--- src/rtl/time_set_ctrl.sv ---
// -----------------------------------------------------------------------------
// time_set_ctrl
//   24-hour BCD clock with a button-driven set mode and blinking digit pairs.
//   Time advances one minute per tick pulse while running; btn_mode cycles
//   through the edit states and btn_inc bumps the field being edited.
//
//   Optional feature: define CLOCK_ALARM_EN to build in an alarm time, two
//   extra edit states for it, and the alarm output. Without the macro the
//   alarm output is tied low and no alarm registers exist.
//
// Parameters
//   BLINK_DIV   clk cycles per blink half-period (>= 2)
//
// Ports
//   clk            in   rising-edge clock
//   rst            in   asynchronous reset, active low
//   tick           in   one-cycle pulse, advance time by one minute
//   btn_mode       in   one-cycle pulse, step to the next mode
//   btn_inc        in   one-cycle pulse, increment the selected field
//   hours_tens     out  BCD digit
//   hours_ones     out  BCD digit
//   minutes_tens   out  BCD digit
//   minutes_ones   out  BCD digit
//   day            out  one-cycle pulse on 23:59 -> 00:00 rollover
//   mode           out  RUN=0, SET_HR=1, SET_MIN=2, SET_AHR=3, SET_AMIN=4
//   blank_hr       out  blank the hour digits (blink)
//   blank_min      out  blank the minute digits (blink)
//   alarm          out  alarm level
// -----------------------------------------------------------------------------
module time_set_ctrl #(
    parameter int BLINK_DIV = 25000000
) (
    input  logic       clk,
    input  logic       rst,
    input  logic       tick,
    input  logic       btn_mode,
    input  logic       btn_inc,
    output logic [3:0] hours_tens,
    output logic [3:0] hours_ones,
    output logic [3:0] minutes_tens,
    output logic [3:0] minutes_ones,
    output logic       day,
    output logic [2:0] mode,
    output logic       blank_hr,
    output logic       blank_min,
    output logic       alarm
);

    localparam logic [2:0] RUN      = 3'd0;
    localparam logic [2:0] SET_HR   = 3'd1;
    localparam logic [2:0] SET_MIN  = 3'd2;
    localparam logic [2:0] SET_AHR  = 3'd3;
    localparam logic [2:0] SET_AMIN = 3'd4;

    localparam int             CW      = $clog2(BLINK_DIV);
    localparam logic [CW-1:0]  CNT_MAX = CW'(BLINK_DIV - 1);

    // Hours are kept as a packed BCD pair {tens, ones}; 23 wraps to 00.
    function automatic logic [7:0] inc_hours(input logic [7:0] h);
        logic [7:0] r;
        if (h == 8'h23)
            r = 8'h00;
        else if (h[3:0] == 4'd9)
            r = {h[7:4] + 4'd1, 4'd0};
        else
            r = {h[7:4], h[3:0] + 4'd1};
        return r;
    endfunction

    // Minutes as a packed BCD pair; 59 wraps to 00 (carry handled by caller).
    function automatic logic [7:0] inc_minutes(input logic [7:0] m);
        logic [7:0] r;
        if (m[3:0] == 4'd9)
            r = (m[7:4] == 4'd5) ? 8'h00 : {m[7:4] + 4'd1, 4'd0};
        else
            r = {m[7:4], m[3:0] + 4'd1};
        return r;
    endfunction

    logic [7:0]    hr_q;
    logic [7:0]    mn_q;
    logic [2:0]    mode_q;
    logic [2:0]    mode_nxt;
    logic          day_q;
    logic [CW-1:0] cnt_q;
    logic          phase_q;

    logic          run;
    logic          tick_acc;
    logic          inc_acc;
    logic          mn_carry;
    logic [7:0]    hr_inc;
    logic [7:0]    mn_inc;
    logic          blink_clr;

    assign run       = (mode_q == RUN);
    assign tick_acc  = run & tick;
    // btn_inc is only meaningful in an edit state and loses to btn_mode.
    assign inc_acc   = btn_inc & ~btn_mode & ~run;
    assign mn_carry  = (mn_q == 8'h59);
    assign hr_inc    = inc_hours(hr_q);
    assign mn_inc    = inc_minutes(mn_q);
    // Restart the blink on every mode change and every accepted edit so the
    // freshly changed digits are visible immediately.
    assign blink_clr = btn_mode | inc_acc;

    always_comb begin
        mode_nxt = mode_q;
        if (btn_mode) begin
            case (mode_q)
                RUN:      mode_nxt = SET_HR;
                SET_HR:   mode_nxt = SET_MIN;
`ifdef CLOCK_ALARM_EN
                SET_MIN:  mode_nxt = SET_AHR;
                SET_AHR:  mode_nxt = SET_AMIN;
                SET_AMIN: mode_nxt = RUN;
`else
                SET_MIN:  mode_nxt = RUN;
`endif
                default:  mode_nxt = RUN;
            endcase
        end
    end

    always_ff @(posedge clk or negedge rst) begin
        if (!rst) begin
            mode_q <= RUN;
        end else begin
            mode_q <= mode_nxt;
        end
    end

    // Time of day. Ticks and edits are mutually exclusive by mode.
    always_ff @(posedge clk or negedge rst) begin
        if (!rst) begin
            hr_q  <= 8'h00;
            mn_q  <= 8'h00;
            day_q <= 1'b0;
        end else begin
            day_q <= 1'b0;
            if (tick_acc) begin
                mn_q <= mn_inc;
                if (mn_carry) begin
                    hr_q <= hr_inc;
                end
                day_q <= mn_carry & (hr_q == 8'h23);
            end else if (inc_acc && mode_q == SET_HR) begin
                hr_q <= hr_inc;
            end else if (inc_acc && mode_q == SET_MIN) begin
                mn_q <= mn_inc;
            end
        end
    end

    always_ff @(posedge clk or negedge rst) begin
        if (!rst) begin
            cnt_q   <= '0;
            phase_q <= 1'b0;
        end else if (blink_clr) begin
            cnt_q   <= '0;
            phase_q <= 1'b0;
        end else if (cnt_q == CNT_MAX) begin
            cnt_q   <= '0;
            phase_q <= ~phase_q;
        end else begin
            cnt_q   <= cnt_q + 1'b1;
        end
    end

`ifdef CLOCK_ALARM_EN
    logic [7:0] al_hr_q;
    logic [7:0] al_mn_q;
    logic       alarm_q;
    logic [7:0] al_hr_inc;
    logic [7:0] al_mn_inc;
    logic [7:0] hr_after_tick;
    logic       show_alarm;

    assign al_hr_inc     = inc_hours(al_hr_q);
    assign al_mn_inc     = inc_minutes(al_mn_q);
    assign hr_after_tick = mn_carry ? hr_inc : hr_q;
    assign show_alarm    = (mode_q == SET_AHR) | (mode_q == SET_AMIN);

    always_ff @(posedge clk or negedge rst) begin
        if (!rst) begin
            al_hr_q <= 8'h00;
            al_mn_q <= 8'h00;
            alarm_q <= 1'b0;
        end else begin
            if (inc_acc && mode_q == SET_AHR) begin
                al_hr_q <= al_hr_inc;
            end
            if (inc_acc && mode_q == SET_AMIN) begin
                al_mn_q <= al_mn_inc;
            end
            // The alarm fires on the minute change that lands on the alarm
            // time, and drops on the next minute change, a press, or mode exit.
            if (!run || btn_mode) begin
                alarm_q <= 1'b0;
            end else if (tick_acc) begin
                alarm_q <= ({hr_after_tick, mn_inc} == {al_hr_q, al_mn_q});
            end else if (btn_inc) begin
                alarm_q <= 1'b0;
            end
        end
    end

    assign hours_tens   = show_alarm ? al_hr_q[7:4] : hr_q[7:4];
    assign hours_ones   = show_alarm ? al_hr_q[3:0] : hr_q[3:0];
    assign minutes_tens = show_alarm ? al_mn_q[7:4] : mn_q[7:4];
    assign minutes_ones = show_alarm ? al_mn_q[3:0] : mn_q[3:0];
    assign alarm        = alarm_q;
`else
    assign hours_tens   = hr_q[7:4];
    assign hours_ones   = hr_q[3:0];
    assign minutes_tens = mn_q[7:4];
    assign minutes_ones = mn_q[3:0];
    assign alarm        = 1'b0;
`endif

    assign day       = day_q;
    assign mode      = mode_q;
    assign blank_hr  = phase_q & ((mode_q == SET_HR)  | (mode_q == SET_AHR));
    assign blank_min = phase_q & ((mode_q == SET_MIN) | (mode_q == SET_AMIN));

endmodule

--- config.mk ---
export PLATFORM = sky130hd
export DESIGN_NAME = time_set_ctrl
export DESIGN_NICKNAME = d
export VERILOG_FILES = /design/src/rtl/time_set_ctrl.sv
export SDC_FILE = /design/constraint.sdc
export NUM_CORES = 1
export LEC_CHECK = 0
export ABC_AREA = 0
export BUFFER_PORTS_ARGS = -buffer_cell sky130_fd_sc_hd__buf_2
export CAP_MARGIN = 0
export CORE_UTILIZATION = 50
export DETAILED_ROUTE_END_ITERATION = 10
export PLACE_DENSITY = 0.84
export SYNTH_ARGS = -nofsm -noshare
export SYNTH_HDL_FRONTEND = slang
export SYNTH_SLANG_ARGS = --single-unit
--- constraint.sdc ---
create_clock -name clk -period 2.1 [get_ports clk]
set_input_delay 0.42 -clock clk [delete_from_list [all_inputs] [get_ports clk]]
set_output_delay 0.42 -clock clk [all_outputs]
set_load 0.01 [all_outputs]
==> results.toml, run 1 <==
[outcome]
violations = "design-rule violations"
status = "finished with violations"

[final_layout]
stdcell_area_um2 = 2880
antennaDiodeCount = 0
syn_to_final_growth_pct = 20.1
final_util = 0.643
fillCellCount = 348
final_nets = 300
drive_gt1_frac = 0.254

[synthesis]
yosysTopAreaCellShare = 0.470
synth_edf_count = 0
synth_area_leader_cell = "dfrtp_1"
synth_area_um2 = 2390
ys_types = 51
synth_mux_area_frac = 0.0131
synth-seq-area-share = 0.470
ys_warn_count = 0
synth.ff_latch_count = 45
synth_area_leaders = "dfrtp_1, xnor2_1, o21ai_0, nor2_1, a21oi_1"
async_flop_share = 1.00
synthCells = 241
synth_ff_type = "dfrtp_1"
synthSimpleGateAreaFrac = 0.243
synth-compound-area-share = 0.140
syn_area_per_cell_um2 = 9.93
synthAdderAreaFrac = 0.0261
synth_xor_area_frac = 0.0622
synth_top_family_by_area = "simple AND/OR/NAND/NOR gates"

[clock_network]
ctsHoldBuffers = 0
htree_levels = 2
clockRootBuffer = "clkbuf_8"
worstSkewPairLatency_ps = 290
cts_tree = "yes"
cts_sinks = 45
numCtsBuffers = 5
clock_path_buffers = 2
clk_pin_slew_ps = 80

[global_route]
grt-ovfl-total = 0
grt_usage = 0.214
antenna_found_initial = 0
grt_pass1_wl_um = 8520
grt_pass1_vias = 1849
grt_max_degree = 24

[routing]
drcViolationCount = 1
wl_um = 5180
drtIter0Drc = 188
viasPerCell = 5.69
drtAntennaViolNets = 0
wl_per_cell_um = 15.1
drt_first_pass_iters = 7
via_count = 1952

[place]
hpwlAfterDp_um = 3600
postPlaceCellArea_um2 = 2690
gp_congestion = 0.852
portBuffers = 25

[critical_path]
crit_arrival_ps = 2280
worst-path-max-fanout = 3
critPathSlowestCell = "or4b_2"
cp-start-kind = "flop"
endpoint_kind = "flop"
slowest_delay_ps = 630
crit_required_ps = 2320
path_cells = "ha_4 > nand2_1 > or4_4 > or4b_2 > a21oi_1"
critPathKind = "flop to flop"

[floorplan]
std_cell_rows = 24
io_pins = 28
initial_core_util = 0.535
die_h_um = 71.2
die-area_um2 = 5070
fp.coreArea_um2 = 4470
chipWidth_um = 71.2

[timing]
fmax_mhz = 487
whs_ps = 98.5
fin_crit_ps = 2050
worst_pin_slew_ps = 542
timing_hold_violations_final = 0
fin_crit_sh = 0.978
fin_skew_ps = 6.58
finalMaxSlewViolations = 0
finalSetupViolCount = 0
slew_headroom = 0.638

[min_path]
min_path_type = "input pin to async pin"

[power_and_ir_drop]
ir_drop_mv = 0.835
p_leak_nw = 1.25
power.density_nw_per_um2 = 885

[run]
max_cap_viol_count = 0
[per-stage QoR]
| stage | power [mW] | cells | setup WS, ps | setup TNS [ps] |
|---|---|---|---|---|
| detailed placement | 1.86 | 331 | 34.7 | 0 |
| finish | 2.54 | 343 | 46.8 | 0 |
| CTS | 2.55 | 339 | 24.0 | 0 |
| floorplan | 1.55 | 242 | 81.8 | 0 |
| global route | 2.69 | 343 | -41.7 | -41.7 |
| global placement | 1.82 | 331 | 86.6 | 0 |
[worst max-delay path: cells and delay by family, from the launching register on]
family / cells / cell delay (ps)
AOI/OAI and AO/OA: 1 / 170
adders and majority gates: 1 / 160
DFF: 1 / 410
and+or+nand+nor: 3 / 1240
[flip-flops by register name, summed over array words and instances, names as in the netlist]
name	cells
day	1
hr_q	8
phase_q	1
mode	2
cnt_q	25
mn_q	8
[path summary, 6_finish.rpt]
| check | slack, ps | depth (start not counted) | to | start |
|---|---|---|---|---|
| setup / recovery | 50 | 5 | cnt_q[24]$_DFF_PN0_ | cnt_q[0]$_DFF_PN0_ |
| hold / removal | 100 | 1 | cnt_q[7]$_DFF_PN0_ | rst |
| setup reg to reg | 50 | 5 | cnt_q[24]$_DFF_PN0_ | cnt_q[0]$_DFF_PN0_ |
| hold reg to reg | 500 | 1 | hr_q[7]$_DFFE_PN0P_ | hr_q[7]$_DFFE_PN0P_ |
| max in group asynchronous | 1480 | 2 | mode[1]$_DFFE_PN0P_ | rst |
| min in group clk | 390 | 2 | mode[0]$_DFFE_PN0P_ | btn_mode |
[cell usage after synthesis (all sizes together), types with 6 or more instances]
cell type and number:
or3 7, a21oi 16, dfrtp 45, nand2 10
xnor2 11, inv 16, nand2b 7, nor2 20
xor2 6, nand3 10, or4 9, o21ai 16
[logic make-up after synthesis]
group	count (synthesis)
AND/OR/NAND/NOR	96
AO/OA/AOI/OAI	52
flip-flops	45
buffers and inverters	22
XOR/XNOR	17
adder cells (fa/ha/maj)	5
multiplexers	3
other	1
[layout by cell type, fill, tap and decap left out, drive strengths merged, types with 3 or more instances in the layout]
| cell | netlist | final |
|---|---|---|
| buf | 5 | 47 |
| dfrtp | 45 | 45 |
| nor2 | 20 | 20 |
| inv | 16 | 16 |
| o21ai | 16 | 16 |
| a21oi | 16 | 16 |
| xnor2 | 11 | 11 |
| nand2 | 10 | 10 |
| nand3 | 10 | 10 |
| or4 | 9 | 9 |
| nand2b | 7 | 7 |
| or3 | 7 | 7 |
| clkbuf | 1 | 7 |
| xor2 | 6 | 6 |
| o31ai | 5 | 5 |
| nor3 | 5 | 5 |
| ha | 5 | 5 |
| nand4 | 5 | 5 |
| and3 | 4 | 4 |
| nand3b | 3 | 3 |
[where the power goes]
group,internal (mW),switching (mW)
Combinational,0.335,0.379
Sequential,0.997,0.156
Clock,0.388,0.289
[cell type report]
type                    instances  area, um^2  area share
flip-flops and latches         45        1130       0.392
inverters                      16        60.1      0.0209
clock inverters                 1        30.0      0.0104
multi-input cells             175        1200       0.416
clock buffers                   7        86.3      0.0300
well taps                      52        65.1      0.0226
repair buffers                 47         310       0.108
[repair_timing]
| item | CTS | global route |
|---|---|---|
| endpoints found under the hold margin | 0 | 0 |
| endpoints found under the setup margin | 0 | 28 |
| resized for setup | 0 | 9 |
| buffers inserted | 0 | 4 |
[layer usage]
layer	part of all wire	wire, um	vias up	GRT usage
met1	0.46	2360	936	0.290
met4	0.013	68	0	0.0800
met2	0.50	2570	49	0.337
met3	0.035	181	7	0.0484
met5	0	0	-	0
li1	-	-	960	-
(Power assumes the default switching activity.)
==> inputs of run 2 (changes only) <==
GPL_TIMING_DRIVEN = 0   (was unset)
PLACE_DENSITY = 0.73   (was 0.84)
==> run 2 against run 1 <==
  * The run still ends with design-rule violations left
  * Hold slack gained 180 ps
  * Fmax shrank 0.20%
  * Non-clock buffer count shrank 15
  * Power shrank 1.9%
  * Critical path type unchanged
  * Critical endpoint is now cnt_q[23]$_DFF_PN0_
==> results.toml, run 2 (synthesis results as in run 1) <==
[power_and_ir_drop]
finalPower_mw = 2.49
ir_drop_mv = 0.738
power.density_nw_per_um2 = 892
p_leak_nw = 1.18

[final_layout]
syn_to_final_growth_pct = 16.8
layout_commonest_cell = "dfrtp_1"
top_regs = "cnt_q x25, hr_q x8, mn_q x8"
drive_gt1_frac = 0.243
largest_reg_flops = 25
antennaDiodeCount = 0
final_cell_mix = "dfrtp_1, buf_2, nor2_1"
fillCellCount = 379
final_util = 0.625
final_nets = 285
regMostFlops = "cnt_q"

[global_route]
grt_usage = 0.195
grt-ovfl-total = 0
grt_pass1_vias = 1702
grt_pass1_wl_um = 7740
grt_max_degree = 46
antenna_found_initial = 0

[critical_path]
cp-start-kind = "flop"
slowest_delay_ps = 560
critPathSlowestCell = "or4_4"
ff2ff_path_depth = 5
cpMostUsedCell = "or4_4"
rr_startpoint = "cnt_q[2]$_DFF_PN0_"
worst-path-buf-inv = 1
rrSetupSlack_ps = 40
worst-path-max-fanout = 10
endpoint_kind = "flop"
crit_family = "simple AND/OR/NAND/NOR gates"
path_cells = "nand3_1 > or4_4 > buf_6 > or4_4 > a21oi_2"
rr_endpoint = "cnt_q[23]$_DFF_PN0_"
crit_arrival_ps = 2300
crit_required_ps = 2340
critPathKind = "flop to flop"

[place]
hpwlAfterDp_um = 3140
gp_congestion = 0.794
portBuffers = 25

[routing]
viasPerCell = 5.71
drt_first_pass_iters = 7
drtAntennaViolNets = 0
drcViolationCount = 2
wl_um = 4550
wl_per_cell_um = 13.9
drtIter0Drc = 117
via_count = 1873

[floorplan]
fp.coreArea_um2 = 4470
die-area_um2 = 5070
initial_core_util = 0.535
die_h_um = 71.2
chipWidth_um = 71.2
std_cell_rows = 24
io_pins = 28

[clock_network]
cts_sinks = 45
clk_pin_slew_ps = 90
cts_tree = "yes"
clock_path_buffers = 2
worstSkewPairLatency_ps = 300
numCtsBuffers = 5
htree_levels = 2
clockRootBuffer = "clkbuf_8"

[timing]
finalSetupViolCount = 0
fmax_mhz = 486
grt_setup_unrepaired = "true"
slew_headroom = 0.349
fin_crit_ps = 2060
worst_pin_slew_ps = 976
finalMaxSlewViolations = 0
timing_hold_violations_final = 0
fin_skew_ps = 8.99
setup_tns_ps = 0
fin_crit_sh = 0.980

[outcome]
violations = "design-rule violations"
status = "finished with violations"

[min_path]
min_path_type = "input pin to async pin"

[run]
max_cap_viol_count = 0
[run 2: cell count changes in the layout (fill, tap and decap cells not counted), sizes merged]
cell,delta
clkinvlp,+1
buf,-16
[run 2: worst reg2reg max path: stages, from the launching register on]
cell     delay, ps
dfrtp_1        420
nand3_1        250
or4_4          560
buf_6          160
or4_4          480
a21oi_2        140
[run 2: final cells by class]
type	instances	area (um^2)	area share
Buffer	6	50.0	0.0179
Clock buffer	6	82.6	0.0295
Clock inverter	2	37.5	0.0134
Inverter	16	60.1	0.0215
Multi-Input combinational cell	175	1240	0.444
Sequential cell	45	1130	0.403
Tap cell	52	65.1	0.0233
Timing Repair Buffer	26	133	0.0474
[run 2: how the worst max path moves through the flow]
stage / cells past startpoint / from / endpoint / slack, ps
floorplan: 4 / mn_q[1]$_DFFE_PN0P_ / hr_q[6]$_DFFE_PN0P_ / 80
global placement: 5 / btn_mode / hr_q[6]$_DFFE_PN0P_ / -170
detailed placement: 5 / btn_mode / hr_q[6]$_DFFE_PN0P_ / -250
CTS: 4 / cnt_q[15]$_DFF_PN0_ / phase_q$_DFFE_PN0P_ / 3
global route: 5 / cnt_q[2]$_DFF_PN0_ / cnt_q[23]$_DFF_PN0_ / -60
finish: 5 / cnt_q[2]$_DFF_PN0_ / cnt_q[23]$_DFF_PN0_ / 40
[run 2: metal layers]
layer	global-route usage	vias to the layer above	wire, um	share of wire
li1	-	928	-	-
met1	0.286	899	2240	0.49
met2	0.285	44	2110	0.46
met3	0.0427	2	169	0.037
met4	0.0689	0	27	0.0059
met5	0	-	0	0
[run 2: power by group]
group          internal (mW)  switching [mW]  total (mW)
clock network          0.387           0.302       0.689
logic                  0.298           0.330       0.628
registers              0.998           0.179        1.18
[run 2: what timing repair did]
item,4_1_cts,5_1_grt
setup endpoints to repair,28,20
buffers inserted,1,0
pin swaps,1,2
hold buffers,0,0
gates resized for setup,8,11
[run 2: stage by stage]
| step | worst slack, ps | cell area (um^2) | hold WS, ps | cells |
|---|---|---|---|---|
| final | 42.7 | 2800 | 275 | 328 |
| after CTS | 3.12 | 2760 | 307 | 328 |
| after global routing | -61.5 | 2800 | 373 | 328 |
| after detailed placement | -250 | 2590 | 453 | 319 |
| after floorplan | 81.8 | 2400 | 124 | 242 |
| after global placement | -175 | 2590 | 449 | 319 |
